==> config.mk <==
export PLATFORM = sky130hd
export DESIGN_NAME = haz_unit_sb
export DESIGN_NICKNAME = d
export VERILOG_FILES = /design/src/rtl/haz_pkg.sv /design/src/rtl/haz_scoreboard.sv /design/src/rtl/haz_unit_sb.sv
export SDC_FILE = /design/constraint.sdc
export NUM_CORES = 1
export LEC_CHECK = 0
export CORE_MARGIN = 2
export CORE_UTILIZATION = 45
export CTS_BUF_LIST = sky130_fd_sc_hd__clkbuf_8 sky130_fd_sc_hd__clkbuf_16
export DETAILED_ROUTE_END_ITERATION = 6
export GPL_TIMING_DRIVEN = 0
export HOLD_SLACK_MARGIN = 0.1
export PLACE_DENSITY = 0.76
export SETUP_SLACK_MARGIN = 0.5
export SLEW_MARGIN = 20
export SYNTH_ARGS = -nofsm -noshare
export SYNTH_HDL_FRONTEND = slang
export SYNTH_SLANG_ARGS = --single-unit
==> constraint.sdc <==
create_clock -name clk -period 5.95 [get_ports clk]
set_input_delay 1.785 -clock clk [delete_from_list [all_inputs] [get_ports clk]]
set_output_delay 1.785 -clock clk [all_outputs]
set_load 0.1 [all_outputs]
==> src/rtl/haz_pkg.sv <==
// haz_pkg: shared types and sizing for the hazard unit and its scoreboard
package haz_pkg;

    typedef enum logic [1:0] {
        FWD_NONE = 2'b00,
        FWD_WB   = 2'b01,
        FWD_MEM  = 2'b10
    } fwd_sel_t;

    // The long-op counter is sized for the largest supported LU_MAX so that one
    // width serves every legal configuration (LU_MAX is 1..4).
    localparam int LU_MAX_CAP = 4;
    localparam int LU_CNT_W   = $clog2(LU_MAX_CAP + 1);

    // Operand bypass choice: the newest producer (MEM) wins over WB; x0 never forwards.
    function automatic fwd_sel_t fwd_pick(
        input logic [7:0] rs,
        input logic [7:0] rd_m,
        input logic       regwrite_m,
        input logic [7:0] rd_w,
        input logic       regwrite_w
    );
        return (rs == '0)                       ? FWD_NONE :
               (regwrite_m && rs == rd_m)       ? FWD_MEM  :
               (regwrite_w && rs == rd_w)       ? FWD_WB   : FWD_NONE;
    endfunction

endpackage

==> src/rtl/haz_scoreboard.sv <==
// haz_scoreboard: per-register pending bits and outstanding count for the long-op unit
module haz_scoreboard
    import haz_pkg::*;
#(
    parameter int REG_AW = 5,
    parameter int LU_MAX = 2,
    localparam int NREGS = 2 ** REG_AW
) (
    input  logic                clk,
    input  logic                rst_n,
    input  logic                set_en,
    input  logic [REG_AW-1:0]   set_rd,
    input  logic                clr_en,
    input  logic [REG_AW-1:0]   clr_rd,
    output logic [NREGS-1:0]    pending,
    output logic [LU_CNT_W-1:0] outstanding,
    output logic                full
);

    logic [NREGS-1:0]    pending_nxt;
    logic [LU_CNT_W-1:0] cnt_nxt;
    logic                dec;

    // An empty counter never decrements, so a stray handshake cannot underflow it.
    assign dec  = clr_en && outstanding != '0;
    assign full = outstanding >= LU_CNT_W'(LU_MAX);

    // Clear first, then set, so a same-index set/clear leaves the bit set; x0 stays clear.
    always_comb begin
        pending_nxt = pending;
        if (clr_en)
            pending_nxt[clr_rd] = 1'b0;
        if (set_en && set_rd != '0)
            pending_nxt[set_rd] = 1'b1;
        pending_nxt[0] = 1'b0;
    end

    // Issue and handshake in one cycle cancel; issue is gated by full upstream.
    always_comb begin
        cnt_nxt = outstanding;
        if (set_en && !dec)
            cnt_nxt = outstanding + LU_CNT_W'(1);
        else if (!set_en && dec)
            cnt_nxt = outstanding - LU_CNT_W'(1);
    end

    // Scoreboard state register with synchronous active-low reset.
    always_ff @(posedge clk) begin
        if (!rst_n) begin
            pending     <= '0;
            outstanding <= '0;
        end else begin
            pending     <= pending_nxt;
            outstanding <= cnt_nxt;
        end
    end

endmodule

==> src/rtl/haz_unit_sb.sv <==
// haz_unit_sb: forwarding, stalls, flushes, long-op scoreboard and writeback arbitration
module haz_unit_sb
    import haz_pkg::*;
#(
    parameter int REG_AW = 5,
    parameter int LU_MAX = 2,
    parameter int CNT_W  = 32,
    localparam int NREGS = 2 ** REG_AW
) (
    input  logic              clk,
    input  logic              rst_n,
    input  logic [REG_AW-1:0] rs1_d,
    input  logic [REG_AW-1:0] rs2_d,
    input  logic [REG_AW-1:0] rd_d,
    input  logic [REG_AW-1:0] rs1_e,
    input  logic [REG_AW-1:0] rs2_e,
    input  logic [REG_AW-1:0] rd_e,
    input  logic [REG_AW-1:0] rd_m,
    input  logic [REG_AW-1:0] rd_w,
    input  logic              regwrite_m,
    input  logic              regwrite_w,
    input  logic [1:0]        resultsrc_e,
    input  logic              pcsrc_e,
    input  logic              lu_req_e,
    input  logic              lu_wb_valid,
    input  logic [REG_AW-1:0] lu_wb_rd,
    input  logic              dmem_stall,
    output logic              lu_issue,
    output logic              lu_wb_ready,
    output logic              stall_f,
    output logic              stall_d,
    output logic              stall_e,
    output logic              stall_m,
    output logic              flush_d,
    output logic              flush_e,
    output logic              flush_m,
    output logic              flush_w,
    output logic [1:0]        forwarda_e,
    output logic [1:0]        forwardb_e,
    output logic [NREGS-1:0]  sb_pending,
    output logic [CNT_W-1:0]  stall_cycles
);

    logic [LU_CNT_W-1:0] outstanding;
    logic                lu_full;
    logic                usestall;
    logic                sbstall;
    logic                lufull;

    // The pipeline owns the shared write port; the long unit waits while it is busy.
    assign lu_wb_ready = !regwrite_w;
    assign lu_issue    = lu_req_e && !dmem_stall && !lu_full;

    haz_scoreboard #(
        .REG_AW(REG_AW),
        .LU_MAX(LU_MAX)
    ) u_sb (
        .clk        (clk),
        .rst_n      (rst_n),
        .set_en     (lu_issue),
        .set_rd     (rd_e),
        .clr_en     (lu_wb_valid && lu_wb_ready),
        .clr_rd     (lu_wb_rd),
        .pending    (sb_pending),
        .outstanding(outstanding),
        .full       (lu_full)
    );

    // Bypass selects for both ALU operands.
    always_comb begin
        forwarda_e = fwd_pick(8'(rs1_e), 8'(rd_m), regwrite_m, 8'(rd_w), regwrite_w);
        forwardb_e = fwd_pick(8'(rs2_e), 8'(rd_m), regwrite_m, 8'(rd_w), regwrite_w);
    end

    // Hazard detection: E-stage producer not yet available, pending long-op register, long unit full.
    always_comb begin
        usestall = (resultsrc_e[0] || lu_req_e) && rd_e != '0 &&
                   (rs1_d == rd_e || rs2_d == rd_e);
        sbstall  = (rs1_d != '0 && sb_pending[rs1_d]) ||
                   (rs2_d != '0 && sb_pending[rs2_d]) ||
                   (rd_d  != '0 && sb_pending[rd_d]);
        lufull   = lu_req_e && lu_full;
    end

    // Prioritised stall/flush generation: memory wait, long-unit full, decode hazards, redirect.
    always_comb begin
        stall_f = 1'b0;
        stall_d = 1'b0;
        stall_e = 1'b0;
        stall_m = 1'b0;
        flush_d = 1'b0;
        flush_e = 1'b0;
        flush_m = 1'b0;
        flush_w = 1'b0;
        if (dmem_stall) begin
            {stall_f, stall_d, stall_e, stall_m} = 4'b1111;
            flush_w = 1'b1;
        end else if (lufull) begin
            {stall_f, stall_d, stall_e} = 3'b111;
            flush_m = 1'b1;
        end else if (usestall || sbstall) begin
            {stall_f, stall_d} = 2'b11;
            flush_e = 1'b1;
            flush_d = pcsrc_e;
        end else if (pcsrc_e) begin
            flush_d = 1'b1;
            flush_e = 1'b1;
        end
    end

    // Saturating count of fetch-stall cycles.
    always_ff @(posedge clk) begin
        if (!rst_n)
            stall_cycles <= '0;
        else if (stall_f && !(&stall_cycles))
            stall_cycles <= stall_cycles + CNT_W'(1);
    end

endmodule
==> results.json, run 1 <==
{
  "maxSlewHeadroom_pct": 32.1,
  "grt_util_met2_pct": 46.8,
  "routed_wl_um": 14400,
  "powerDensity_nw_per_um2": 214,
  "cts_tree": "done",
  "numCtsBuffers": 9,
  "worstSkewPairLatency_ns": 0.35,
  "num_vias": 4763,
  "fin_util_pct": 64.5,
  "reg2reg_to": "stall_cycles[0]",
  "critical_path_depth": 11,
  "gr-total-overflow": 0,
  "ys_ff_latch": 66,
  "fillers": 829,
  "grt_antenna_before_repair": 0,
  "cts_sinks": 66,
  "crit_path_max_fanout": 5,
  "cp_num_buf_inv": 5,
  "path_delay_family": "compound AO/OA/AOI/OAI gates",
  "rr_startpoint": "u_sb.pending[26]",
  "syn_to_final_growth_pct": 38.3,
  "clk_pin_slew_ns": 0.07,
  "core_um2": 9860,
  "mostFrequentLayoutCell": "clkdlybuf4s50_1",
  "report.final.slew_viol_count": 0,
  "port_buffers": 115,
  "path_cells": "buf_12 > mux4_2 > o211ai_2 > a21oi_2 > a2111oi_4 > nand4_4 > nor2_4 > buf_6 > clkinvlp_4 > buf_12 > buf_12",
  "syn_nets": 596,
  "initial_core_util_pct": 46.6,
  "fp.dieH_um": 105,
  "die_area_um2": 11000,
  "hold_path_class": "reg2reg",
  "gr-usage-met1_pct": 32.8,
  "max-clock-path-buffers": 2,
  "cpPeakStageDelay_ns": 0.51,
  "placementRows": 36,
  "maxCapViolations": 0,
  "h-tree-depth": 3,
  "fin_crit_sh_pct": 95.1,
  "syn_area_um2": 4600,
  "drive_gt1_share_pct": 19.3,
  "viasPerCell": 5.86,
  "cp_data_required_time_ns": 4.16,
  "async_reset_ff_share_pct": 0,
  "finalSetupViolations": 0,
  "grt_pass1_vias": 4638,
  "diodes": 0,
  "grtUsageTotal_pct": 26.1,
  "die_w_um": 105,
  "ys_types": 63,
  "synthCells": 538,
  "rsz0062_at_grt": "yes",
  "peakVddDrop_v": 0.000163,
  "nets": 733,
  "synth-seq-area-share_pct": 28.7,
  "root_buffer": "clkbuf_8",
  "drc": 0,
  "grt_pass1_wl_um": 23500,
  "use_met3_pct": 3.12,
  "crit_top_cell": "buf_12",
  "post-synth-top-area-cell": "dfxtp_1",
  "synth.top_cell.area_share_pct": 28.7,
  "yosys_warnings": 0,
  "synthTopCellsByArea": "dfxtp_1, mux4_2, a21oi_1",
  "holdBufCountCts": 0,
  "drt_iter0_markers": 229,
  "ant_nets": 0,
  "critPathLaunchType": "input port",
  "final_cell_mix": "clkdlybuf4s50_1, nand2_1, dfxtp_1",
  "worst_pin_slew_ns": 1.01,
  "grt_max_degree": 13,
  "hold_viol_final": 0,
  "io_pins": 133,
  "crit_slowest_cell": "mux4_2",
  "critPathArrivalTime_ns": 3.87,
  "endpoint": "stall_f",
  "setup_ws_ns": 0.293,
  "status": "finished clean",
  "rrSetupSlack_ns": 2.95,
  "avgSynthCellArea_um2": 8.55,
  "place_congestion": 0.957,
  "r2r_cells": 14,
  "period_needed_ns": 5.66,
  "crit_start": "rs2_d[0]",
  "fmax_mhz": 177,
  "timing.hold.ws_ns": 0.472,
  "first_pass_iters": 5,
  "wl_per_cell_um": 17.8,
  "dp_slack_ns": -1.20,
  "busiest_layer": "met2",
  "fin_worst_skew_ns": 0.00736,
  "path_class": "in2out",
  "synth-main-ff-cell": "dfxtp_1",
  "synth-edff-count": 0,
  "worst_setup_path_end_kind": "output pin",
  "hpwl_um": 10800,
  "leakagePower_nw": 2.13
}
tightest hold or removal path, cell delays in order, from the launching register on:
cell	delay, ns
dfxtp_1	0.32
inv_1	0.05
a21oi_1	0.05
synth_stat cells (3+ instances only):
library cell,instances
nand2b_1,5
mux4_1,4
nor2b_1,3
or3_1,11
nand4_1,5
nand3_1,22
nor4_1,8
mux2_2,5
a21oi_1,57
dfxtp_1,66
a21oi_2,8
or3_2,5
inv_1,11
buf_6,6
clkbuf_1,13
xor2_1,10
mux4_2,14
o21ai_0,38
nand3b_1,10
o31ai_1,13
and3_1,6
buf_4,6
or4_2,7
nor3_1,3
xnor2_1,22
nor2_1,29
o21ai_2,8
buf_2,4
or4_1,8
nor3b_1,5
clkbuf_8,5
mux2i_1,14
nand2_1,68
where the power goes:
group	total [mW]	internal, mW	leakage, nW	switching [mW]
logic	0.470	0.172	1.50	0.297
clock network	0.417	0.235	0.103	0.182
registers	0.476	0.457	0.533	0.0187
total	1.36	0.864	2.13	0.499
final cells by class:
class / count / area, µm² / share of cell area, %
Buffer: 37 / 350 / 5.51
Clock inverter: 7 / 95.1 / 1.49
Multi-Input combinational cell: 423 / 3010 / 47.3
Timing Repair Buffer: 126 / 1250 / 19.6
Clock buffer: 9 / 124 / 1.95
Tap cell: 133 / 166 / 2.62
Sequential cell: 66 / 1320 / 20.8
Inverter: 12 / 48.8 / 0.767
flip-flops by register name, summed over array words and instances, names as in the netlist:
signal            cells
u_sb.outstanding      3
stall_cycles         32
u_sb.pending         31
worst min path at each step:
stage / cells past startpoint / startpoint / endpoint
final: 2 / stall_cycles[24] / stall_cycles[24]
after global routing: 2 / stall_cycles[31] / stall_cycles[31]
after detailed placement: 2 / stall_cycles[24] / stall_cycles[24]
after floorplan: 2 / u_sb.outstanding[2] / u_sb.outstanding[2]
after global placement: 2 / stall_cycles[31] / stall_cycles[31]
after CTS: 2 / stall_cycles[24] / stall_cycles[24]
what timing repair did:
item                                    CTS  global route
gates cloned                              0             0
resized for setup                        66            10
buffers inserted                         10             1
endpoints found under the setup margin   11             6
pin swaps                                 8             0
per-layer routing:
metal  part of all wire [%]  vias to the layer above
met1                     42                     2292
met3                    5.6                       23
met2                     51                      196
met4                    1.6                        0
li1                       -                     2252
met5                      0                        -
cell families after synthesis:
| kind of cell | count (synthesis) | share of synthesized area (%) |
|---|---|---|
| AND/OR/NAND/NOR | 209 | 24.2 |
| AO/OA/AOI/OAI | 140 | 18.7 |
| flip-flops | 66 | 28.7 |
| other | 1 | 0.0815 |
| buffers and inverters | 49 | 7.37 |
| multiplexers | 37 | 13.4 |
| XOR/XNOR | 33 | 6.45 |
| adder cells (fa/ha/maj) | 3 | 0.979 |
through the flow:
stage	cells	cell area (µm²)	TNS, ns	power, mW
after floorplan	538	4660	-0.0188	0.803
after global placement	786	5980	-3.13	0.917
after detailed placement	786	5990	-3.33	0.928
after CTS	812	6350	0	1.36
after global routing	813	6360	0	1.41
final	813	6360	0	1.36
Power figures use the tool's default switching activity.
==> inputs of run 2 (changes only) <==
- PLACE_DENSITY: 0.76 -> not set
- PLACE_DENSITY_LB_ADDON: not set -> 0.1
- TNS_END_PERCENT: not set -> 20
- clock period: 5.95 -> 6.75 ns (I/O delays scaled with it)
==> run 2 against run 1 <==
Compared with the run above:
- sequential power down 12%
- cell area down 3.1%
- worst hold slack better by 0.012 ns
- critical path type unchanged
- die area unchanged
- largest cell class unchanged
- via count down 2.0%
- clock power down 20%
- global-route usage down 0.91 points
- combinational power down 17%
- total power down 16%
- utilization down 2.0 points
==> results.json, run 2 (synthesized netlist as in run 1, its figures left out) <==
{
  "fillers": 886,
  "report.final.slew_viol_count": 0,
  "core_um2": 9860,
  "placementRows": 36,
  "fin_worst_skew_ns": 0.0161,
  "io_pins": 133,
  "wl_per_cell_um": 17.3,
  "finalInstanceArea_um2": 6160,
  "root_buffer": "clkbuf_8",
  "cp_data_required_time_ns": 4.72,
  "worstSkewPairLatency_ns": 0.35,
  "syn_to_final_growth_pct": 34.0,
  "dpl_cell_area_um2": 5930,
  "worst_setup_path_end_kind": "output pin",
  "dp_slack_ns": -0.927,
  "grt_pass1_wl_um": 22600,
  "drive_gt1_share_pct": 16.1,
  "first_pass_iters": 5,
  "diodes": 0,
  "hpwl_um": 10500,
  "viasPerCell": 5.81,
  "grt_antenna_before_repair": 0,
  "reg_top3": "stall_cycles x32, u_sb.pending x31, u_sb.outstanding x3",
  "hold_viol_final": 0,
  "port_buffers": 115,
  "critPathLaunchType": "input port",
  "status": "finished clean",
  "mostFrequentLayoutCell": "clkdlybuf4s50_1",
  "num_vias": 4666,
  "max-clock-path-buffers": 2,
  "drc": 0,
  "grt_pass1_vias": 4539,
  "setup_ws_ns": 0.371,
  "critPathArrivalTime_ns": 4.35,
  "maxCapViolations": 0,
  "finalSetupViolations": 0,
  "fmax_mhz": 157,
  "peakVddDrop_v": 0.000147,
  "initial_core_util_pct": 46.6,
  "worst_pin_slew_ns": 0.983,
  "cts_tree": "done",
  "top_register": "stall_cycles",
  "gr-total-overflow": 0,
  "timing.hold.ws_ns": 0.484,
  "drt_iter0_markers": 280,
  "routed_wl_um": 13900,
  "maxSlewHeadroom_pct": 34.3,
  "fin_crit_sh_pct": 94.5,
  "regArea_um2": 1320,
  "numCtsBuffers": 9,
  "dp_cells": 786,
  "cts_sinks": 66,
  "period_needed_ns": 6.38,
  "multi_input_comb_area_um2": 2970,
  "h-tree-depth": 3,
  "fin_util_pct": 62.5,
  "nets": 724,
  "fp.dieH_um": 105,
  "holdBufCountCts": 0,
  "hold_path_class": "reg2reg",
  "grtUsageTotal_pct": 25.2,
  "final_cell_mix": "clkdlybuf4s50_1, nand2_1, dfxtp_1",
  "rsz0062_at_grt": "yes",
  "totalPowerFinal_mw": 1.14,
  "grt_max_degree": 12,
  "leakagePower_nw": 2.03,
  "instances_no_fill": 803,
  "path_class": "in2out",
  "ant_nets": 0,
  "clk_pin_slew_ns": 0.07,
  "die_area_um2": 11000,
  "largest_reg_flops": 32,
  "crit_path_max_fanout": 3,
  "finalSetupTns_ns": 0,
  "die_w_um": 105,
  "place_congestion": 0.903,
  "powerDensity_nw_per_um2": 185
}
==> run 2: worst max-delay path: stages <==
cell             delay (ns)
clkdlybuf4s50_1        0.54
xor2_1                 0.19
nor4_1                 0.08
nand3_1                0.10
nor4b_1                0.24
clkdlybuf4s50_1        1.18
==> run 2: timing repair <==
action / 4_1_cts / 5_1_grt
endpoints found under the setup margin: 7 / 7
cloned: 0 / 0
gates resized for setup: 26 / 1
pin swaps: 4 / 0
buffers inserted: 2 / 0
==> run 2: cell type report <==
| cell class | count | share of cell area, % |
|---|---|---|
| Buffer | 37 | 4.97 |
| Tap cell | 133 | 2.70 |
| Timing Repair Buffer | 117 | 18.9 |
| Clock inverter | 5 | 0.893 |
| Multi-Input combinational cell | 423 | 48.2 |
| Clock buffer | 10 | 2.23 |
| Sequential cell | 66 | 21.4 |
| Inverter | 12 | 0.731 |
==> run 2: layer usage <==
metal  global-route usage, %  vias up  wire length [µm]
met5                       0        -                 0
met4                    6.86        0               204
met3                    5.61       15              1050
met2                    43.3      201              6820
met1                    31.7     2220              5830
li1                        -     2230                 -
==> run 2: worst paths after layout <==
path	to	depth (start not counted)	slack [ns]	startpoint
worst max-delay path	forwardb_e[0]	6	0.37	rs2_e[3]
worst min-delay path	stall_cycles[31]	2	0.48	stall_cycles[31]
worst max register to register	stall_cycles[0]	12	3.93	u_sb.pending[22]
worst min register to register	stall_cycles[31]	2	0.48	stall_cycles[31]
==> run 2: power by group <==
group / internal, mW / total, mW / switching, mW / leakage [nW]
combinational: 0.135 / 0.390 / 0.255 / 1.41
clock: 0.177 / 0.333 / 0.156 / 0.0941
sequential: 0.403 / 0.419 / 0.0161 / 0.533
total: 0.715 / 1.14 / 0.427 / 2.03
==> inputs of run 3 (changes only) <==
- CORE_MARGIN: 2 -> not set
- CTS_BUF_LIST: sky130_fd_sc_hd__clkbuf_8 sky130_fd_sc_hd__clkbuf_16 -> not set
- SYNTH_HIERARCHICAL: not set -> 1
==> run 3 against run 2 <==
Compared with the run above:
- critical path depth stayed put
- global-route usage up 2.2 points
- area after synthesis shrank 4.0%
- non-clock buffer count decreased by 4
- maximum frequency increased by 0.13%
- clock-buffer cell count is 1 higher
- cell area shrank 1.6%
- sequential share of layout area increased by 0.36 points
- largest power group unchanged
==> results.json, run 3 <==
{
  "cts_sinks": 66,
  "maxCapViolations": 0,
  "path_class": "in2out",
  "drive_gt1_share_pct": 12.7,
  "report.final.slew_viol_count": 0,
  "dp_slack_ns": -0.863,
  "critPathArrivalTime_ns": 4.35,
  "clockPowerShare_pct": 29.9,
  "numCtsBuffers": 9,
  "synth_common_cells": "dfxtp_1, nand2_1, a21oi_1, nand3_1, xnor2_1",
  "fin_worst_skew_ns": 0.00659,
  "root_buffer": "clkbuf_8",
  "r2r_cells": 12,
  "drt_iter0_markers": 307,
  "viasPerCell": 6.07,
  "dp_cells": 746,
  "yosys_warnings": 6,
  "hold_viol_final": 0,
  "dpl_cell_area_um2": 5810,
  "grt_antenna_before_repair": 0,
  "crit_slowest_cell": "clkdlybuf4s50_1",
  "synth_fa_ha_area_share_pct": 1.02,
  "drc": 0,
  "grtUsageTotal_pct": 27.4,
  "hpwl_um": 10400,
  "placementRows": 35,
  "multi_input_comb_area_um2": 2910,
  "grt_max_degree": 12,
  "period_needed_ns": 6.37,
  "finalSetupTns_ns": 0,
  "setup_ws_ns": 0.380,
  "mostFrequentLayoutCell": "clkdlybuf4s50_1",
  "worst_pin_slew_ns": 0.990,
  "avgSynthCellArea_um2": 8.94,
  "instances_no_fill": 765,
  "syn_to_final_growth_pct": 37.3,
  "synthCells": 494,
  "path_cells": "clkdlybuf4s50_1 > xor2_1 > nor4_1 > nand3_1 > nor2_1 > clkdlybuf4s50_1",
  "first_pass_iters": 5,
  "cpPeakStageDelay_ns": 1.15,
  "fp.dieH_um": 101,
  "ant_nets": 0,
  "fmax_mhz": 157,
  "core_um2": 9370,
  "p_int_mw": 0.718,
  "syn_area_um2": 4410,
  "crit_top_cell": "clkdlybuf4s50_1",
  "top_register": "stall_cycles",
  "grt_pass1_wl_um": 21500,
  "initial_core_util_pct": 47.1,
  "synth.top_cell.area_share_pct": 29.9,
  "status": "finished clean",
  "reg2reg_to": "stall_cycles[0]",
  "clk_pin_slew_ns": 0.07,
  "hold_end": "stall_cycles[31]",
  "synth_compound_area_share_pct": 20.8,
  "num_vias": 4641,
  "min_from": "stall_cycles[31]",
  "regArea_um2": 1320,
  "wl_per_cell_um": 18.1,
  "reg_top3": "stall_cycles x32, u_sb/pending x31, u_sb/outstanding x3",
  "rr_startpoint": "u_sb/pending[4]",
  "synthMuxAreaShare_pct": 12.6,
  "hold_path_class": "reg2reg",
  "crit_path_max_fanout": 2,
  "port_buffers": 123,
  "fillers": 820,
  "holdBufCountCts": 0,
  "die_w_um": 101,
  "synth-seq-area-share_pct": 29.9,
  "grt_pass1_vias": 4207,
  "power_switching_mw": 0.418,
  "p_comb_share_pct": 33.1,
  "synth-main-ff-cell": "dfxtp_1",
  "final_cell_mix": "clkdlybuf4s50_1, dfxtp_1, nand2_1",
  "synthTopCellsByArea": "dfxtp_1, mux4_2, xnor2_1",
  "gr-total-overflow": 0,
  "timing.hold.ws_ns": 0.500,
  "nets": 689,
  "leakagePower_nw": 2.04,
  "peakVddDrop_v": 0.000147,
  "fin_crit_sh_pct": 94.4,
  "powerDensity_nw_per_um2": 187,
  "worstSkewPairLatency_ns": 0.34,
  "place_congestion": 0.868,
  "die_area_um2": 10200,
  "io_pins": 133,
  "diodes": 0,
  "ys_ff_latch": 66,
  "async_reset_ff_share_pct": 0,
  "h-tree-depth": 3,
  "worst_setup_path_end_kind": "output pin",
  "hold_depth": 2,
  "yosys.area_share.simple_pct": 24.2,
  "yosys.area_share.xor_xnor_pct": 6.75,
  "syn_nets": 552,
  "synth_top_family_by_area": "simple AND/OR/NAND/NOR gates",
  "synth-edff-count": 0,
  "rrSetupSlack_ns": 3.84,
  "max-clock-path-buffers": 2,
  "cp_data_required_time_ns": 4.72,
  "finalSetupViolations": 0,
  "post-synth-top-area-cell": "dfxtp_1",
  "finalInstanceArea_um2": 6060,
  "critPathLaunchType": "input port",
  "rsz0062_at_grt": "yes",
  "maxSlewHeadroom_pct": 33.8,
  "p_sw_share_pct": 36.8,
  "cts_tree": "done",
  "ys_types": 63,
  "yosysMostFrequentCell": "dfxtp_1",
  "largest_reg_flops": 32,
  "routed_wl_um": 13900,
  "p_seq_share_pct": 36.9
}
==> run 3: changes by cell type in the layout (fill, tap and decap cells not counted), sizes merged, moves of 6 or more <==
cell and delta:
nor2 -7, o21ai -11, clkbuf -9, nor4 -6, o21a +7, nand2 -32, a32o +15, a21oi -37
o211ai +17
==> run 3: worst max-delay path by stage <==
stage | from | to | slack [ns] | depth (start not counted)
floorplan | rd_m[2] | forwardb_e[0] | -0.67 | 4
global placement | rs2_d[0] | stall_f | -0.85 | 11
detailed placement | rs2_d[0] | stall_f | -0.86 | 11
CTS | rd_e[4] | stall_f | 0.25 | 9
global route | rd_m[2] | forwarda_e[1] | 0.26 | 6
finish | rd_m[2] | forwarda_e[1] | 0.38 | 6
==> run 3: kinds of logic after synthesis <==
| kind of cell | count (synthesis) |
|---|---|
| muxes | 33 |
| DFF | 66 |
| other | 1 |
| AOI/OAI and AO/OA | 133 |
| and+or+nand+nor | 186 |
| xor gates and xnor gates | 34 |
| adders and majority gates | 3 |
| buffers and inverters | 38 |
==> run 3: timing repair <==
action	in CTS	in global routing
setup buffers	1	2
pin swaps	1	1
resized for setup	24	14
endpoints found under the setup margin	9	10
==> run 3: metal layers <==
layer	part of all wire (%)	wire length [µm]	up-vias	track usage, %
li1	-	-	2163	-
met1	46	6360	2269	36.9
met2	47	6500	186	44.6
met3	5.6	782	23	5.34
met4	1.7	240	0	7.58
met5	0	0	-	0
==> run 3: layout make-up <==
class / count / share of cell area [%]
multi-input combinational: 390 / 48.0
sequential: 66 / 21.8
timing repair buffer: 126 / 20.6
buffer: 24 / 2.72
tap: 129 / 2.66
clock buffer: 11 / 2.50
clock inverter: 5 / 0.867
inverter: 14 / 0.867
==> run 3: worst max-delay path, delay by kind of cell <==
| family | cells | cell delay (ns) |
|---|---|---|
| XOR/XNOR | 1 | 0.18 |
| buffers and inverters | 2 | 1.60 |
| AND/OR/NAND/NOR | 3 | 0.54 |
==> run 3: power by group through the flow <==
stage	combinational, mW	clock, mW	sequential (mW)
after global placement	0.359	0	0.427
final	0.376	0.340	0.420
after detailed placement	0.367	0	0.428
after floorplan	0.211	0	0.471
after CTS	0.368	0.346	0.419
after global routing	0.397	0.362	0.422
==> run 3: stage by stage <==
stage	total power [mW]	utilization [%]
6_report	1.14	64.7
5_1_grt	1.18	64.7
4_1_cts	1.13	64.3
3_5_place_dp	0.795	62.0
3_3_place_gp	0.786	62.0
2_1_floorplan	0.683	-
==> variant 1 (config.mk and constraints of run 1) <==
Make the reset (`rst_n`) asynchronous in 2 clocked blocks. Comments in the files are not updated.
--- a/src/rtl/haz_scoreboard.sv
+++ b/src/rtl/haz_scoreboard.sv
@@ -47,3 +47,3 @@
     // Scoreboard state register with synchronous active-low reset.
-    always_ff @(posedge clk) begin
+    always_ff @(posedge clk or negedge rst_n) begin
         if (!rst_n) begin
--- a/src/rtl/haz_unit_sb.sv
+++ b/src/rtl/haz_unit_sb.sv
@@ -111,3 +111,3 @@
     // Saturating count of fetch-stall cycles.
-    always_ff @(posedge clk) begin
+    always_ff @(posedge clk or negedge rst_n) begin
         if (!rst_n)
Formal check against the unedited RTL: differs if rst_n is asserted again (counterexample within 4 cycles, from zero or initial values and one cycle with rst_n low); with rst_n held inactive, the same outputs for 4 cycles.
==> variant 1 against run 1 <==
Final area decreased by 1.3%; utilization is 0.66 points higher; sequential cell count unchanged; register-to-register slack about the same; area after synthesis down 4.3%; critical path depth decreased by 1; worst setup slack lost 35 ps; routed wire length down 7.1%; sequential share of layout area is 5.5 points higher; critical endpoint unchanged; largest cell class unchanged.
Power is not compared: it rests on default switching activity, and its combinational part moved more than twofold at a synthesized area within 25%.
==> variant 1: results <==
status:
  status: "finished clean"
global_routing:
  grtUsageMet3: 0.05085
  use_met2: 0.4426
  grt_util_met1: 0.3344
  antenna_found_initial: 0
  grt_max_degree: 43
  grt_pass1_wl_um: 21620
  grt.total_usage: 0.2617
  grt_pass1_vias: 4324
clocking:
  htreeDepth: 3
  clk_latency_ps: 340
  clockBufferDepth: 2
  cts.sinks: 66
  path_clk_slew_ps: 60
  root_buffer: "clkbuf_8"
finish:
  top_regs: "stall_cycles x32, u_sb.pending x31, u_sb.outstanding x3"
  nFillCells: 807
  final_cells: 726
  drive_gt1_frac: 0.1889
  diodes: 0
  nets: 646
worst_setup_path:
  cp_slowest_cell: "mux4_2"
  r2r_slack_ps: 2950
  crit_arrival_ps: 3910
  crit_family: "multiplexers"
  reg2regPathDepth: 11
  r2r-end: "stall_cycles[30]"
  r2r-start: "u_sb.pending[31]"
  path_max_fanout: 5
worst_hold_path:
  hp-start: "u_sb.outstanding[2]"
  hold_class: "reg -> reg"
  whs_endpoint: "u_sb.outstanding[2]"
  holdPathStages: 1
detailed_routing:
  drtPass1Iterations: 5
  drt-vias-per-instance: 5.877
  routedWlPerCell_um: 18.47
  drt_iter0_markers: 270
timing:
  slew_headroom: 0.3348
  fin_hold_ws_ps: 476.2
  skew_ps: 14.82
power:
  leakage_nw: 2.664
  ir_worst_vdd_uv: 603.0
yosys:
  synth.area.top_cells: "dfrtp_1, xor2_1, o21ai_0, mux4_1, xnor2_1"
  ys_seq_area_frac: 0.3751
  postSynthCellCount: 447
  synth_common_cells: "dfrtp_1, o21ai_0, xor2_1"
  syn_nets: 505
  async_flop_share: 1.000
  synthDistinctLibCells: 56
  synth_edf_count: 0
  yosysWarningCount: 0
placement:
  dp_hpwl_um: 9952
  placed_cells: 698
  port_buffers: 117
  gp_congestion: 0.8812
variant 1: changes by cell type after synthesis, sizes merged, moves of 5 or more:
cell / change
dfrtp: +66
dfxtp: -66
mux2i: -9
o21ai: +17
or3: -13
a21oi: -62
buf: -5
or4: -13
nor3: +5
mux2: +5
nand2: -45
xor2: +27
clkbuf: -8
o31ai: -12
variant 1: cells by family (layout without fill, tap and decap cells):
family	count (synthesis)	after routing	synth area share
buffers and inverters	33	179	0.03950
other	1	1	0.0008517
AOI/OAI and AO/OA	90	90	0.1182
xor gates and xnor gates	62	62	0.1233
DFF	66	66	0.3751
muxes	32	32	0.1307
and+or+nand+nor	160	160	0.2020
adders and majority gates	3	3	0.01023
variant 1: how the worst max path moves through the flow:
stage | start | endpoint | slack [ps] | cells after the start
after floorplan | rd_d[0] | stall_f | 490 | 8
after global placement | rs1_d[0] | stall_f | -1140 | 11
after detailed placement | rs1_d[1] | stall_f | -1220 | 11
after CTS | rs2_d[0] | stall_f | 260 | 11
after global routing | rs2_d[2] | stall_f | 220 | 11
final | rs2_d[0] | stall_f | 260 | 10
variant 1: worst register-to-register path, delay by kind of cell, from the launching register on:
kind                   cells  cell delay [ps]
multiplexers               3             1110
buffers and inverters      4              570
flip-flops                 1              450
AND/OR/NAND/NOR            3              450
AO/OA/AOI/OAI              1              310
variant 1: layout make-up:
type	count	share of cell area
buffer	24	0.03506
clock buffer	9	0.01972
clock inverter	7	0.01494
inverter	9	0.005378
multi-input combinational	348	0.4301
sequential	66	0.2629
tap	133	0.02649
timing repair buffer	130	0.2054
variant 1: metal layers:
layer,share of wire,vias to the layer above,wire (um)
met5,0,-,0
met4,0.020,0,273
met3,0.062,30,825
met2,0.52,194,6939
met1,0.40,2123,5369
li1,-,1920,-
variant 1: repair_timing:
item / CTS / global route
setup endpoints to repair: 11 / 7
buffers inserted: 10 / 2
pin swaps: 7 / 5
resized for setup: 84 / 34
gates cloned: 0 / 0
variant 1: power groups by stage:
stage	Clock, W	Combinational, W	Sequential, W
6_report	0.000413	0.00123	0.000657
4_1_cts	0.000420	0.00121	0.000652
2_1_floorplan	0	0.000355	0.00117
3_3_place_gp	0	0.00117	0.000652
5_1_grt	0.000440	0.00129	0.000671
3_5_place_dp	0	0.00118	0.000659
variant 1: stage by stage:
step	setup WS, ps	total power (W)	cell area [um2]
CTS	260.1	0.002281	6180
global placement	-1143	0.001817	5807
floorplan	492.5	0.001522	4469
detailed placement	-1218	0.001844	5824
global route	221.7	0.002397	6281
finish	258.7	0.002302	6281
==> variant 2 (settings of run 1) <==
Made on the original files. `REG_AW` is set to 5 in 2 places; all go to 4.
--- a/src/rtl/haz_scoreboard.sv
+++ b/src/rtl/haz_scoreboard.sv
@@ -4,3 +4,3 @@
 #(
-    parameter int REG_AW = 5,
+    parameter int REG_AW = 4,
     parameter int LU_MAX = 2,
--- a/src/rtl/haz_unit_sb.sv
+++ b/src/rtl/haz_unit_sb.sv
@@ -4,3 +4,3 @@
 #(
-    parameter int REG_AW = 5,
+    parameter int REG_AW = 4,
     parameter int LU_MAX = 2,
Interface: changed (10 resized); port bits go from 133 to 108. The function was not compared with the original's and may differ.
==> variant 2 against run 1 <==
Non-clock buffer count decreased by 31; final area decreased by 26%; clock power decreased by 52%; area after synthesis decreased by 25%; clock skew increased by 10 ps; sequential share of layout area increased by 0.41 points; hold slack improved by 27 ps; worst setup slack improved by 200 ps; via count decreased by 23%; power decreased by 31%; routed wire length decreased by 29%; sequential cell count decreased by 16; global-route usage decreased by 2.0 points; critical endpoint unchanged; largest power group is now combinational logic.
==> variant 2: results <==
yosys:
  async_flop_share: 0
  ys_seq_area_frac: 0.2919
  synthDistinctLibCells: 55
  syn_nets: 471
  synth_common_cells: "nand2_1, dfxtp_1, a21oi_1"
  avgSynthCellArea_um2: 8.127
  yosysWarningCount: 0
  synth.area.top_cells: "dfxtp_1, mux2i_1, nand2_1, mux4_2, a21oi_1"
detailed_routing:
  drt-vias-per-instance: 5.807
  postRouteWirelength_um: 10200
  drt_iter0_markers: 280
  drtPass1Iterations: 5
power:
  ir_worst_vdd_uv: 102.8
  leakage_nw: 1.658
finish:
  drive_gt1_frac: 0.1353
  final_cells: 631
  top_regs: "stall_cycles x32, u_sb.pending x15, u_sb.outstanding x3"
  nets: 581
  diodes: 0
global_routing:
  grt_pass1_wl_um: 16620
  grt.total_usage: 0.2405
  grt_pass1_vias: 3463
  antenna_found_initial: 0
  grt_max_degree: 16
worst_setup_path:
  r2r-start: "stall_cycles[11]"
  r2r_slack_ps: 3510
  path_max_fanout: 5
  r2r-end: "stall_cycles[18]"
  reg2regPathDepth: 7
placement:
  port_buffers: 97
  dp_hpwl_um: 7712
  placed_cell_area_mm2: 0.004578
  placed_cells: 618
  gp_congestion: 0.8912
clocking:
  cts_buffers: 5
  clk_latency_ps: 320
  path_clk_slew_ps: 100
  htreeDepth: 2
  clockBufferDepth: 2
  root_buffer: "clkbuf_8"
timing:
  tightest_slew_ps: 1006
  skew_ps: 17.51
worst_hold_path:
  whs_endpoint: "stall_cycles[18]"
  holdPathStages: 2
  hold_class: "reg -> reg"
  hp-start: "stall_cycles[18]"
status:
  status: "finished clean"
==> variant 2: stage by stage <==
stage                     TNS [ps]  setup slack [ps]  hold WS [ps]
after floorplan                  0             280.5         471.3
after global placement       -2568             -1041         465.0
after detailed placement     -2605             -1038         477.2
after CTS                        0             377.3         495.6
after global routing             0             394.6         520.2
final                            0             488.7         498.5
==> variant 2: repair_timing <==
action,in CTS,in global routing
pin swaps,2,5
endpoints found under the setup margin,10,5
setup buffers,4,2
resized for setup,64,15
==> variant 2: cells by family (layout without fill, tap and decap cells) <==
logic type | count (synthesis) | in the layout | share of synthesized area
buffers and inverters | 45 | 155 | 0.05947
DFF | 50 | 50 | 0.2919
adders and majority gates | 3 | 3 | 0.01313
xor gates and xnor gates | 24 | 24 | 0.06129
AOI/OAI and AO/OA | 77 | 77 | 0.1383
muxes | 33 | 33 | 0.1237
other | 1 | 1 | 0.001093
and+or+nand+nor | 189 | 189 | 0.3112
==> variant 2: cell type report <==
type / count / area (um2)
Fill cell: 643 / 2605
Inverter: 16 / 63.81
Sequential cell: 50 / 1001
Multi-Input combinational cell: 327 / 2261
Timing Repair Buffer: 103 / 1013
Tap cell: 99 / 123.9
Clock buffer: 5 / 68.82
Buffer: 29 / 178.9
Clock inverter: 2 / 15.01
==> variant 2: how the worst max path moves through the flow <==
stage,start,end,slack [ps],cells past startpoint
3_5_place_dp,rs1_d[1],stall_f,-1040,11
2_1_floorplan,rs1_d[1],stall_f,280,9
4_1_cts,rs2_d[3],stall_f,380,11
6_report,rd_d[1],stall_f,490,11
5_1_grt,rd_d[0],stall_f,390,11
3_3_place_gp,rs1_d[1],stall_f,-1040,11
==> variant 2: layer usage <==
| layer | vias to the layer above | routed length, um | track usage |
|---|---|---|---|
| met5 | - | 0 | 0 |
| met4 | 0 | 177 | 0.05682 |
| met3 | 20 | 834 | 0.03983 |
| met2 | 174 | 4764 | 0.3963 |
| met1 | 1727 | 4422 | 0.3297 |
| li1 | 1743 | - | - |
==> variant 2: worst max-delay path, stage by stage <==
cell and delay, ps:
buf_2 140, mux4_2 490, nand2b_1 150, o211ai_1 80
nand4_1 180, nor2_2 200, buf_6 130, buf_12 90
clkinvlp_4 120, buf_12 150, buf_12 150
==> variant 2: power breakdown <==
group          internal (W)  switching [W]
combinational      0.000128       0.000250
clock             0.0000807       0.000121
sequential         0.000348      0.0000176
